===== config.mk =====
export PLATFORM = sky130hd
export DESIGN_NAME = hazard_stall_unit_flat
export DESIGN_NICKNAME = d
export VERILOG_FILES = /design/src/rtl/hazard_stall_unit_pkg.sv /design/src/rtl/hazard_stall_unit_if.sv /design/src/rtl/hazard_stall_unit_compare.sv /design/src/rtl/hazard_stall_unit.sv /design/src/flat_wrapper.sv
export SDC_FILE = /design/constraint.sdc
export NUM_CORES = 1
export LEC_CHECK = 0
export ABC_AREA = 1
export ABC_CLOCK_PERIOD_IN_PS = 4890
export CAP_MARGIN = 20
export CORE_AREA = 2 2 62 64
export CTS_CLUSTER_DIAMETER = 200
export DETAILED_ROUTE_END_ITERATION = 6
export DIE_AREA = 0 0 64 66
export PLACE_DENSITY = 0.83
export REMOVE_ABC_BUFFERS = 1
export SETUP_SLACK_MARGIN = 0.3
export SLEW_MARGIN = 20
export SYNTH_ARGS = -nofsm -noshare
export SYNTH_HDL_FRONTEND = slang
export SYNTH_HIERARCHICAL = 1
export SYNTH_SLANG_ARGS = --single-unit

===== constraint.sdc =====
create_clock -name clk -period 4.89 [get_ports clk]
set_clock_uncertainty 0.2 [all_clocks]
set_input_delay 1.2225 -clock clk [delete_from_list [all_inputs] [get_ports clk]]
set_output_delay 1.2225 -clock clk [all_outputs]
set_load 0.1 [all_outputs]

===== src/rtl/hazard_stall_unit_pkg.sv =====
// Shared definitions for the hazard/stall interlock: FSM state encoding,
// the "no special register" selector value and the NOP-insertion control
// bundle that is also consumed by the forwarding logic.
package hazard_stall_unit_pkg;

  typedef enum logic [0:0] {
    ST_IDLE    = 1'b0,
    ST_MEMWAIT = 1'b1
  } hs_state_e;

  // Special-register selector value meaning "no special register".
  localparam int SPEC_NONE = 0;

  // Hold/bubble controls for the pipeline registers, MSB first.
  typedef struct packed {
    logic pc_hold;
    logic ifid_hold;
    logic ifid_bubble;
    logic idex_hold;
    logic idex_bubble;
    logic exmem_hold;
    logic memwb_bubble;
  } nop_ctrl_t;

  localparam nop_ctrl_t CTRL_NONE   = nop_ctrl_t'(7'b000_0000);
  // Load-use: keep PC and IF/ID, push a NOP into EX.
  localparam nop_ctrl_t CTRL_LU     = nop_ctrl_t'(7'b110_0100);
  // Memory wait: freeze everything up to EX/MEM, drain a NOP into WB.
  localparam nop_ctrl_t CTRL_FREEZE = nop_ctrl_t'(7'b110_1011);
  // Fetch slot lost to a data access on the shared RAM.
  localparam nop_ctrl_t CTRL_FETCH  = nop_ctrl_t'(7'b101_0000);

endpackage


===== src/rtl/hazard_stall_unit_if.sv =====
// Pipeline-side signal bundle for the hazard/stall unit.
// Handshake: memAccess_a_EXMEM is the request (valid) from the MEM stage and
// memReady is the RAM completion (ready); a RAM access completes on a cycle
// where both are high, and a cycle with memAccess_a_EXMEM=1, memReady=0 is a
// wait state. All other fields are level signals valid every cycle.
interface hazard_stall_unit_if #(
  parameter int REG_ID_W = 3,
  parameter int SPEC_W   = 2,
  parameter int CNT_W    = 16
);
  logic [REG_ID_W-1:0] Rx_a_IFID;
  logic [REG_ID_W-1:0] Ry_a_IFID;
  logic                readRx_a_IFID;
  logic                readRy_a_IFID;
  logic [SPEC_W-1:0]   readSpecReg_a_IFID;
  logic                regWrite_a_IDEX;
  logic                memRead_a_IDEX;
  logic [REG_ID_W-1:0] registerToWriteId_a_IDEX;
  logic [SPEC_W-1:0]   writeSpecReg_a_IDEX;
  logic                memAccess_a_EXMEM;
  logic                memReady;
  logic                pcHold;
  logic                ifidHold;
  logic                ifidBubble;
  logic                idexHold;
  logic                idexBubble;
  logic                exmemHold;
  logic                memwbBubble;
  logic                memTimeout;
  logic [CNT_W-1:0]    stallCount;

  // Pipeline side: supplies stage information, receives controls.
  modport master (
    output Rx_a_IFID, Ry_a_IFID, readRx_a_IFID, readRy_a_IFID,
           readSpecReg_a_IFID, regWrite_a_IDEX, memRead_a_IDEX,
           registerToWriteId_a_IDEX, writeSpecReg_a_IDEX,
           memAccess_a_EXMEM, memReady,
    input  pcHold, ifidHold, ifidBubble, idexHold, idexBubble,
           exmemHold, memwbBubble, memTimeout, stallCount
  );

  // Interlock side.
  modport slave (
    input  Rx_a_IFID, Ry_a_IFID, readRx_a_IFID, readRy_a_IFID,
           readSpecReg_a_IFID, regWrite_a_IDEX, memRead_a_IDEX,
           registerToWriteId_a_IDEX, writeSpecReg_a_IDEX,
           memAccess_a_EXMEM, memReady,
    output pcHold, ifidHold, ifidBubble, idexHold, idexBubble,
           exmemHold, memwbBubble, memTimeout, stallCount
  );
endinterface


===== src/rtl/hazard_stall_unit_compare.sv =====
// Combinational producer/consumer register comparator. Reports whether a
// register-writing producer targets a register (general or special) that
// the consumer reads. Kept free of load-specific terms so it can also be
// used for branch-hazard checks.
module hazard_compare
  import hazard_stall_unit_pkg::*;
#(
  parameter int REG_ID_W = 3,
  parameter int SPEC_W   = 2
) (
  input  logic [REG_ID_W-1:0] i_rx,
  input  logic [REG_ID_W-1:0] i_ry,
  input  logic                i_read_rx,
  input  logic                i_read_ry,
  input  logic [SPEC_W-1:0]   i_read_spec,
  input  logic                i_reg_write,
  input  logic [REG_ID_W-1:0] i_dest,
  input  logic [SPEC_W-1:0]   i_write_spec,
  output logic                o_match
);

  logic w_rx_match;
  logic w_ry_match;
  logic w_spec_match;

  // A special-register match stands on its own; no index match is needed.
  always_comb begin
    w_rx_match   = i_read_rx && (i_rx == i_dest);
    w_ry_match   = i_read_ry && (i_ry == i_dest);
    w_spec_match = (i_write_spec != SPEC_W'(SPEC_NONE)) &&
                   (i_read_spec == i_write_spec);
    o_match      = i_reg_write && (w_rx_match || w_ry_match || w_spec_match);
  end

endmodule


===== src/rtl/hazard_stall_unit.sv =====
// Pipeline interlock: stalls/bubbles for load-use hazards, RAM wait states
// and shared-RAM fetch conflicts. Controls are Mealy outputs so they act in
// the cycle the condition is seen. A sticky timeout flag catches a RAM that
// never answers, and a saturating counter records PC-stall cycles.
module hazard_stall_unit
  import hazard_stall_unit_pkg::*;
#(
  parameter int REG_ID_W    = 3,
  parameter int SPEC_W      = 2,
  parameter bit SHARED_IMEM = 1'b1,
  parameter int TIMEOUT     = 255,
  parameter int CNT_W       = 16
) (
  input  logic                   clk,
  input  logic                   rst,
  hazard_stall_unit_if.slave     hs,
  output hs_state_e              o_state
);

  localparam int WAIT_W = (TIMEOUT < 1) ? 1 : $clog2(TIMEOUT + 1);

  hs_state_e         r_state;
  hs_state_e         w_state_nxt;
  logic [WAIT_W-1:0] r_wait_cnt;
  logic [WAIT_W-1:0] w_wait_nxt;
  logic              r_timeout;
  logic              w_timeout_set;
  logic [CNT_W-1:0]  r_stall_cnt;
  logic              w_lu;
  logic              w_reg_match;
  logic              w_mw;
  nop_ctrl_t         w_ctrl;
  nop_ctrl_t         w_out;

  hazard_compare #(
    .REG_ID_W (REG_ID_W),
    .SPEC_W   (SPEC_W)
  ) u_compare (
    .i_rx         (hs.Rx_a_IFID),
    .i_ry         (hs.Ry_a_IFID),
    .i_read_rx    (hs.readRx_a_IFID),
    .i_read_ry    (hs.readRy_a_IFID),
    .i_read_spec  (hs.readSpecReg_a_IFID),
    .i_reg_write  (hs.regWrite_a_IDEX),
    .i_dest       (hs.registerToWriteId_a_IDEX),
    .i_write_spec (hs.writeSpecReg_a_IDEX),
    .o_match      (w_reg_match)
  );

  // Hazard conditions: load-use needs a load in EX; wait is an unanswered access.
  always_comb begin
    w_lu = hs.memRead_a_IDEX && w_reg_match;
    w_mw = hs.memAccess_a_EXMEM && !hs.memReady;
  end

  // Next state and Mealy controls. Priority: memory wait, then load-use,
  // then fetch conflict. On the cycle the RAM answers, the held ID/EX pair
  // is re-checked for load-use before the fetch-conflict bubble applies.
  always_comb begin
    w_ctrl        = CTRL_NONE;
    w_state_nxt   = r_state;
    w_wait_nxt    = r_wait_cnt;
    w_timeout_set = 1'b0;
    case (r_state)
      ST_IDLE: begin
        if (w_mw) begin
          w_ctrl      = CTRL_FREEZE;
          w_state_nxt = ST_MEMWAIT;
          w_wait_nxt  = WAIT_W'(1);
        end else if (w_lu) begin
          w_ctrl = CTRL_LU;
        end else if (SHARED_IMEM && hs.memAccess_a_EXMEM) begin
          w_ctrl = CTRL_FETCH;
        end
      end
      ST_MEMWAIT: begin
        if (hs.memReady) begin
          w_state_nxt = ST_IDLE;
          w_wait_nxt  = '0;
          if (w_lu) begin
            w_ctrl = CTRL_LU;
          end else if (SHARED_IMEM) begin
            w_ctrl = CTRL_FETCH;
          end
        end else if (r_wait_cnt == WAIT_W'(TIMEOUT)) begin
          w_timeout_set = 1'b1;
          w_state_nxt   = ST_IDLE;
          w_wait_nxt    = '0;
        end else begin
          w_ctrl     = CTRL_FREEZE;
          w_wait_nxt = r_wait_cnt + WAIT_W'(1);
        end
      end
      default: begin
        w_state_nxt = ST_IDLE;
        w_wait_nxt  = '0;
      end
    endcase
    // Controls are forced quiet while reset is asserted.
    w_out = rst ? w_ctrl : CTRL_NONE;
  end

  // FSM state, wait-cycle counter and sticky timeout flag.
  always_ff @(posedge clk or negedge rst) begin
    if (!rst) begin
      r_state    <= ST_IDLE;
      r_wait_cnt <= '0;
      r_timeout  <= 1'b0;
    end else begin
      r_state    <= w_state_nxt;
      r_wait_cnt <= w_wait_nxt;
      if (w_timeout_set) begin
        r_timeout <= 1'b1;
      end
    end
  end

  // Saturating count of cycles in which the PC was held.
  always_ff @(posedge clk or negedge rst) begin
    if (!rst) begin
      r_stall_cnt <= '0;
    end else if (w_out.pc_hold && (r_stall_cnt != {CNT_W{1'b1}})) begin
      r_stall_cnt <= r_stall_cnt + CNT_W'(1);
    end
  end

  assign hs.pcHold      = w_out.pc_hold;
  assign hs.ifidHold    = w_out.ifid_hold;
  assign hs.ifidBubble  = w_out.ifid_bubble;
  assign hs.idexHold    = w_out.idex_hold;
  assign hs.idexBubble  = w_out.idex_bubble;
  assign hs.exmemHold   = w_out.exmem_hold;
  assign hs.memwbBubble = w_out.memwb_bubble;
  assign hs.memTimeout  = r_timeout;
  assign hs.stallCount  = r_stall_cnt;
  assign o_state        = r_state;

endmodule


===== src/flat_wrapper.sv =====
// flat-port wrapper written by rule: the top's interface ports become plain ports
module hazard_stall_unit_flat import hazard_stall_unit_pkg::*;
#(
  parameter int REG_ID_W    = 3,
  parameter int SPEC_W      = 2,
  parameter bit SHARED_IMEM = 1'b1,
  parameter int TIMEOUT     = 255,
  parameter int CNT_W       = 16
)
  (clk, rst, o_state, hs_Rx_a_IFID, hs_Ry_a_IFID, hs_readRx_a_IFID, hs_readRy_a_IFID, hs_readSpecReg_a_IFID, hs_regWrite_a_IDEX, hs_memRead_a_IDEX, hs_registerToWriteId_a_IDEX, hs_writeSpecReg_a_IDEX, hs_memAccess_a_EXMEM, hs_memReady, hs_pcHold, hs_ifidHold, hs_ifidBubble, hs_idexHold, hs_idexBubble, hs_exmemHold, hs_memwbBubble, hs_memTimeout, hs_stallCount);
  hazard_stall_unit_if #(.REG_ID_W(REG_ID_W), .SPEC_W(SPEC_W), .CNT_W(CNT_W)) hs_i ();
  input  logic clk;
  input  logic rst;
  output hs_state_e o_state;
  input wire logic [$bits(hs_i.Rx_a_IFID)-1:0] hs_Rx_a_IFID;
  input wire logic [$bits(hs_i.Ry_a_IFID)-1:0] hs_Ry_a_IFID;
  input wire logic [$bits(hs_i.readRx_a_IFID)-1:0] hs_readRx_a_IFID;
  input wire logic [$bits(hs_i.readRy_a_IFID)-1:0] hs_readRy_a_IFID;
  input wire logic [$bits(hs_i.readSpecReg_a_IFID)-1:0] hs_readSpecReg_a_IFID;
  input wire logic [$bits(hs_i.regWrite_a_IDEX)-1:0] hs_regWrite_a_IDEX;
  input wire logic [$bits(hs_i.memRead_a_IDEX)-1:0] hs_memRead_a_IDEX;
  input wire logic [$bits(hs_i.registerToWriteId_a_IDEX)-1:0] hs_registerToWriteId_a_IDEX;
  input wire logic [$bits(hs_i.writeSpecReg_a_IDEX)-1:0] hs_writeSpecReg_a_IDEX;
  input wire logic [$bits(hs_i.memAccess_a_EXMEM)-1:0] hs_memAccess_a_EXMEM;
  input wire logic [$bits(hs_i.memReady)-1:0] hs_memReady;
  output wire logic [$bits(hs_i.pcHold)-1:0] hs_pcHold;
  output wire logic [$bits(hs_i.ifidHold)-1:0] hs_ifidHold;
  output wire logic [$bits(hs_i.ifidBubble)-1:0] hs_ifidBubble;
  output wire logic [$bits(hs_i.idexHold)-1:0] hs_idexHold;
  output wire logic [$bits(hs_i.idexBubble)-1:0] hs_idexBubble;
  output wire logic [$bits(hs_i.exmemHold)-1:0] hs_exmemHold;
  output wire logic [$bits(hs_i.memwbBubble)-1:0] hs_memwbBubble;
  output wire logic [$bits(hs_i.memTimeout)-1:0] hs_memTimeout;
  output wire logic [$bits(hs_i.stallCount)-1:0] hs_stallCount;
  assign hs_i.Rx_a_IFID = hs_Rx_a_IFID;
  assign hs_i.Ry_a_IFID = hs_Ry_a_IFID;
  assign hs_i.readRx_a_IFID = hs_readRx_a_IFID;
  assign hs_i.readRy_a_IFID = hs_readRy_a_IFID;
  assign hs_i.readSpecReg_a_IFID = hs_readSpecReg_a_IFID;
  assign hs_i.regWrite_a_IDEX = hs_regWrite_a_IDEX;
  assign hs_i.memRead_a_IDEX = hs_memRead_a_IDEX;
  assign hs_i.registerToWriteId_a_IDEX = hs_registerToWriteId_a_IDEX;
  assign hs_i.writeSpecReg_a_IDEX = hs_writeSpecReg_a_IDEX;
  assign hs_i.memAccess_a_EXMEM = hs_memAccess_a_EXMEM;
  assign hs_i.memReady = hs_memReady;
  assign hs_pcHold = hs_i.pcHold;
  assign hs_ifidHold = hs_i.ifidHold;
  assign hs_ifidBubble = hs_i.ifidBubble;
  assign hs_idexHold = hs_i.idexHold;
  assign hs_idexBubble = hs_i.idexBubble;
  assign hs_exmemHold = hs_i.exmemHold;
  assign hs_memwbBubble = hs_i.memwbBubble;
  assign hs_memTimeout = hs_i.memTimeout;
  assign hs_stallCount = hs_i.stallCount;
  hazard_stall_unit #(.REG_ID_W(REG_ID_W), .SPEC_W(SPEC_W), .SHARED_IMEM(SHARED_IMEM), .TIMEOUT(TIMEOUT), .CNT_W(CNT_W)) u_core (.clk(clk), .rst(rst), .hs(hs_i), .o_state(o_state));
endmodule

==> results of run 1 <==
==> worst min path at each step <==
stage | from | cells after the start | to | slack [ns]
after floorplan | u_core/r_wait_cnt[6] | 2 | u_core/r_wait_cnt[6] | 0.29
after global placement | u_core/hs.memTimeout | 2 | u_core/hs.memTimeout | 0.25
after detailed placement | u_core/hs.memTimeout | 2 | u_core/hs.memTimeout | 0.26
after CTS | u_core/hs.memTimeout | 2 | u_core/hs.memTimeout | 0.30
after global routing | u_core/hs.memTimeout | 2 | u_core/hs.memTimeout | 0.31
final | u_core/hs.memTimeout | 2 | u_core/hs.memTimeout | 0.29
==> flip-flops by register name, summed over array words and instances (netlist names) <==
register              count
u_core/hs.stallCount     16
u_core/r_wait_cnt         8
u_core/hs.memTimeout      1
u_core/o_state            1
==> logic make-up after synthesis <==
kind of cell,share of synthesized area (%)
AND/OR/NAND/NOR,37.1
AO/OA/AOI/OAI,10.3
adder cells (fa/ha/maj),1.38
flip-flops,36.0
XOR/XNOR,5.33
buffers and inverters,9.96
==> worst max-delay path: stages <==
cell,delay (ns)
clkdlybuf4s50_1,0.52
inv_1,0.05
nand2_1,0.06
nand2_1,0.04
nor2_1,0.10
nand2_1,0.06
nand3_1,0.07
nand2_1,0.05
inv_1,0.04
nand2_1,0.07
nor2_1,0.13
o21a_1,0.19
buf_12,0.18
==> metal layers <==
metal,vias up,share of wire [%],global-route usage (%),wire (um)
met4,0,1.2,5.71,46
met3,4,5.4,2.90,215
met5,-,0,0,0
met1,809,45,24.0,1790
li1,923,-,-,-
met2,42,48,36.8,1900
==> area by class of cell <==
class / instances / share of cell area [%]
clock buffer: 3 / 0.931
timing repair buffer: 48 / 22.4
sequential: 26 / 26.9
clock inverter: 1 / 1.24
tap: 48 / 2.48
inverter: 36 / 5.58
multi-input combinational: 198 / 40.4
==> power by group through the flow <==
stage / Combinational [mW] / Clock, mW / Sequential [mW]
final: 0.610 / 0.151 / 0.318
after global routing: 0.640 / 0.162 / 0.327
after CTS: 0.612 / 0.157 / 0.318
after detailed placement: 0.611 / 0 / 0.323
after global placement: 0.604 / 0 / 0.320
after floorplan: 0.194 / 0 / 0.571
==> synth_stat cells (2+ instances only) <==
cell type,count,area [um^2]
buf_6,2,22.5
nor2_4,3,33.8
o21ai_2,6,52.6
buf_4,3,22.5
nor2_2,2,12.5
nand2_2,3,18.8
a21oi_1,4,20.0
o21ai_0,11,55.1
inv_1,32,120
nand2_1,94,353
dfrtp_1,26,651
o22ai_1,2,12.5
ha_1,2,25.0
nor2_1,29,109
xnor2_1,2,17.5
nand3_1,14,70.1
o21ai_1,6,30.0
nand4_1,5,31.3
inv_2,4,15.0
xor2_1,9,78.8
==> through the flow <==
step / worst slack (ns) / hold slack, ns / utilization, % / std cells / instance area (um^2)
finish: 0.669 / 0.288 / 68.1 / 360 / 2420
global route: 0.530 / 0.314 / 68.1 / 360 / 2420
CTS: 0.648 / 0.296 / 68.1 / 360 / 2420
detailed placement: 0.647 / 0.260 / 66.7 / 356 / 2370
global placement: 0.681 / 0.247 / 66.7 / 356 / 2370
floorplan: -0.341 / 0.291 / - / 260 / 1760
==> placed cells by master (no fill, tap or decap) <==
cell	instances
nand4_1	5
xnor2_1	2
o21ai_0	11
a21oi_1	4
bufinv_16	1
buf_4	3
nor2_1	29
o21a_1	1
o21ai_1	6
inv_2	4
or2_0	1
inv_1	32
nand2_4	1
buf_12	7
o22ai_1	2
nand2_2	3
nor2_8	1
nor3_1	1
nand3_1	14
nor2_4	3
dfrtp_1	26
a22o_1	1
xor2_1	9
nor2_2	2
clkdlybuf4s50_1	38
ha_1	2
o21ai_2	6
nand2_1	94
clkbuf_4	3
==> impl_metrics.json, run 1 <==
{
  "outcome": "completed",
  "nets": 336,
  "drive_gt1_share_pct": 10.9,
  "crit_type": "primary input to output pin",
  "cts_tree": "done",
  "die_area_mm2": 0.00422,
  "finalCritPeriodShare_pct": 86.3,
  "arrival_ns": 2.80,
  "finalPower_mw": 1.08,
  "worst_pin_slew_ns": 0.977,
  "antenna_found_initial": 0,
  "post-dp-hpwl_um": 3030,
  "irDropWorstVdd_v": 0.000406,
  "htreeDepth": 1,
  "synth-async-reset-ratio_pct": 100,
  "numCtsBuffers": 3,
  "startpoint": "hs_registerToWriteId_a_IDEX[1]",
  "grt_max_degree": 24,
  "vias": 1778,
  "ys_seq_area_share_pct": 36.0,
  "cp.required_ns": 3.47,
  "fmaxAchievable_mhz": 237,
  "hold_path_class": "register to register",
  "synth.ff_latch_count": 26,
  "core_mm2": 0.00355,
  "swShare_pct": 53.1,
  "setup_violations": 0,
  "gp_congestion": 0.818,
  "start_util_pct": 51.0,
  "drc": 0,
  "ff2ff_setup_slack_ns": 2.65,
  "drtPass1Iterations": 4,
  "dieHeight_um": 66,
  "cts_root_buf": "clkbuf_4",
  "syn_area_per_cell_um2": 6.83,
  "path_clk_slew_ns": 0.14,
  "p_leak_nw": 1.17,
  "drv_cap": 0,
  "cts_num_sinks": 26,
  "num_io_pins": 46,
  "multi_input_area_um2": 978,
  "wl_per_cell_um": 11.0,
  "syn_inst": 265,
  "r2r_cells": 9,
  "p_comb_share_pct": 56.6,
  "internal_power_mw": 0.505,
  "ys_warn_count": 6,
  "rsz0062_at_grt": "no",
  "grt_pass1_wl_um": 6780,
  "nFillCells": 300,
  "clock_latency_ns": 0.33,
  "synthDistinctLibCells": 26,
  "r2r_end": "u_core/hs.stallCount[3]",
  "reg2reg_from": "u_core/r_wait_cnt[0]",
  "avgViaCountPerCell": 4.94,
  "synth_edf_count": 0,
  "cp-start-kind": "primary input",
  "numPortBuffers": 45,
  "worstSetupEndpointType": "output pin",
  "antenna_cells": 0,
  "ctsResizeCount": 0,
  "die_w_um": 64,
  "crit_end": "hs_idexBubble",
  "slew_headroom_pct": 34.6,
  "grt_pass1_vias": 1619,
  "p_switching_mw": 0.573,
  "post-route-min-period_ns": 4.22,
  "seqPwrFrac_pct": 29.5,
  "row_count": 22,
  "regArea_um2": 651,
  "ant_nets": 0,
  "slew_viol_final": 0,
  "first_iter_violations": 62,
  "critPathMaxFanout": 4,
  "finalHoldViolCount": 0,
  "post-cts-setup-buffers": 0,
  "syn_to_final_growth_pct": 33.7,
  "clockPowerShare_pct": 14.0,
  "drt_wl_total_um": 3950,
  "netlist_area_mm2": 0.00181,
  "power_density_mw_per_mm2": 446,
  "postCtsHoldBufs": 0,
  "ys.flop_type": "dfrtp_1",
  "overflow": 0,
  "final.setup.tns_ns": 0,
  "track_usage_pct": 20.0,
  "clock_path_buffers": 2
}
Note: power is estimated with default switching activity, not from simulation.
==> run 2: changes to the inputs <==
--- a/config.mk
+++ b/config.mk
@@ -8,11 +8,13 @@
 export ABC_AREA = 1
 export ABC_CLOCK_PERIOD_IN_PS = 4890
 export CAP_MARGIN = 20
-export CORE_AREA = 2 2 62 64
+export CELL_PAD_IN_SITES_DETAIL_PLACEMENT = 0
+export CELL_PAD_IN_SITES_GLOBAL_PLACEMENT = 1
+export CORE_AREA = 2 2 73 75
 export CTS_CLUSTER_DIAMETER = 200
 export DETAILED_ROUTE_END_ITERATION = 6
-export DIE_AREA = 0 0 64 66
-export PLACE_DENSITY = 0.83
+export DIE_AREA = 0 0 75 77
+export PLACE_DENSITY_LB_ADDON = 0.1
 export REMOVE_ABC_BUFFERS = 1
 export SETUP_SLACK_MARGIN = 0.3
 export SLEW_MARGIN = 20
==> impl_metrics.json, run 2 (synthesis gave the netlist of run 1 again) <==
{
  "ant_nets": 0,
  "max_stage_delay_ns": 0.47,
  "arrival_ns": 2.80,
  "cp.required_ns": 3.47,
  "first_iter_violations": 34,
  "cts_num_sinks": 26,
  "wl_per_cell_um": 11.1,
  "largest_register_ffs": 16,
  "ctsResizeCount": 0,
  "crit_buf_inv": 5,
  "critPathTopFamily": "buffers and inverters",
  "gp_congestion": 0.771,
  "numPortBuffers": 45,
  "post-dp-hpwl_um": 3300,
  "worstSetupEndpointType": "output pin",
  "setup_violations": 0,
  "post-cts-setup-buffers": 0,
  "num_io_pins": 46,
  "post-place-cells": 378,
  "hold_ws_ns": 0.279,
  "grt_pass1_wl_um": 7170,
  "core_mm2": 0.00498,
  "dp_slack_ns": 0.657,
  "die_w_um": 75,
  "utilization_pct": 48.9,
  "final_common_cell": "nand2_1",
  "clock_latency_ns": 0.27,
  "fin_area_mm2": 0.00244,
  "nets": 336,
  "irDropWorstVdd_v": 0.000348,
  "grt_pass1_vias": 1583,
  "drc": 0,
  "cp-start-kind": "primary input",
  "row_count": 26,
  "avgViaCountPerCell": 4.48,
  "critPathMaxFanout": 6,
  "cts_tree": "done",
  "finalCritPeriodShare_pct": 86.4,
  "power_density_mw_per_mm2": 432,
  "worst_pin_slew_ns": 0.976,
  "cp_cell_sequence": "clkdlybuf4s50_1, inv_1, nand2_1, nand2_1, inv_1, nor2_1, nand2_1, inv_1, buf_12",
  "path_clk_slew_ns": 0.09,
  "drv_cap": 0,
  "fmaxAchievable_mhz": 237,
  "final.setup.tns_ns": 0,
  "final_cell_mix": "nand2_1, clkdlybuf4s50_1, inv_1",
  "slew_headroom_pct": 34.7,
  "finalHoldViolCount": 0,
  "dieHeight_um": 77,
  "p_leak_nw": 1.17,
  "numCtsBuffers": 3,
  "track_usage_pct": 15.7,
  "clock_path_buffers": 2,
  "drt_wl_total_um": 4220,
  "post-route-min-period_ns": 4.22,
  "drive_gt1_share_pct": 10.6,
  "worst_path_max_delay_cell": "clkdlybuf4s50_1",
  "start_util_pct": 36.3,
  "die_area_mm2": 0.00578,
  "worst_slack_ns": 0.666,
  "grt_max_degree": 24,
  "postCtsHoldBufs": 0,
  "drtPass1Iterations": 4,
  "outcome": "completed",
  "syn_to_final_growth_pct": 34.6,
  "hold_path_class": "register to register",
  "cts_root_buf": "clkbuf_8",
  "rsz0062_at_grt": "no",
  "htreeDepth": 1,
  "place_area_mm2": 0.00239,
  "antenna_cells": 0,
  "crit_type": "primary input to output pin",
  "finalPower_mw": 1.05,
  "slew_viol_final": 0,
  "vias": 1706,
  "overflow": 0,
  "antenna_found_initial": 0,
  "final_cells": 381
}
-- run 2: cell count changes in the layout (fill, tap and decap cells not counted) --
cell,change
clkbuf_4,-3
clkbuf_8,+3
bufinv_16,-1
-- run 2: path summary, 6_finish.rpt --
| kind | startpoint | end | slack, ns | depth (start not counted) |
|---|---|---|---|---|
| max | hs_memReady | hs_idexHold | 0.67 | 9 |
| max reg2reg | u_core/r_wait_cnt[0] | u_core/hs.stallCount[7] | 2.66 | 9 |
| min | u_core/hs.memTimeout | u_core/hs.memTimeout | 0.28 | 2 |
| max in group asynchronous | rst | u_core/hs.stallCount[11] | 3.22 | 2 |
| min in group asynchronous | rst | u_core/hs.stallCount[5] | 1.08 | 2 |
| min reg2reg | u_core/hs.memTimeout | u_core/hs.memTimeout | 0.28 | 2 |
-- run 2: worst reg2reg max path: cells and delay by family, from the launching register on --
family	cells	cell delay (ns)
compound gates	1	0.08
fa+ha+maj	1	0.23
buf+inv	1	0.19
flops	1	0.42
simple gates	6	1.05
-- run 2: routing by layer --
layer	wire length (um)	track usage (%)	share of wire, %
met4	28	4.29	0.66
met2	1960	25.7	46
met1	2090	21.2	50
met3	144	2.23	3.4
met5	0	0	0
-- run 2: cell type report --
type	count	area (um^2)
timing repair buffer	48	543
clock buffer	3	41.3
inverter	36	135
multi-input combinational	198	978
sequential	26	651
tap	70	87.6
fill	537	2540
-- run 2: power breakdown --
group / internal, mW / switching (mW) / total [mW] / leakage [nW]
sequential: 0.260 / 0.0585 / 0.318 / 0.344
combinational: 0.163 / 0.448 / 0.611 / 0.801
clock: 0.0552 / 0.0670 / 0.122 / 0.0216
total: 0.478 / 0.573 / 1.05 / 1.17
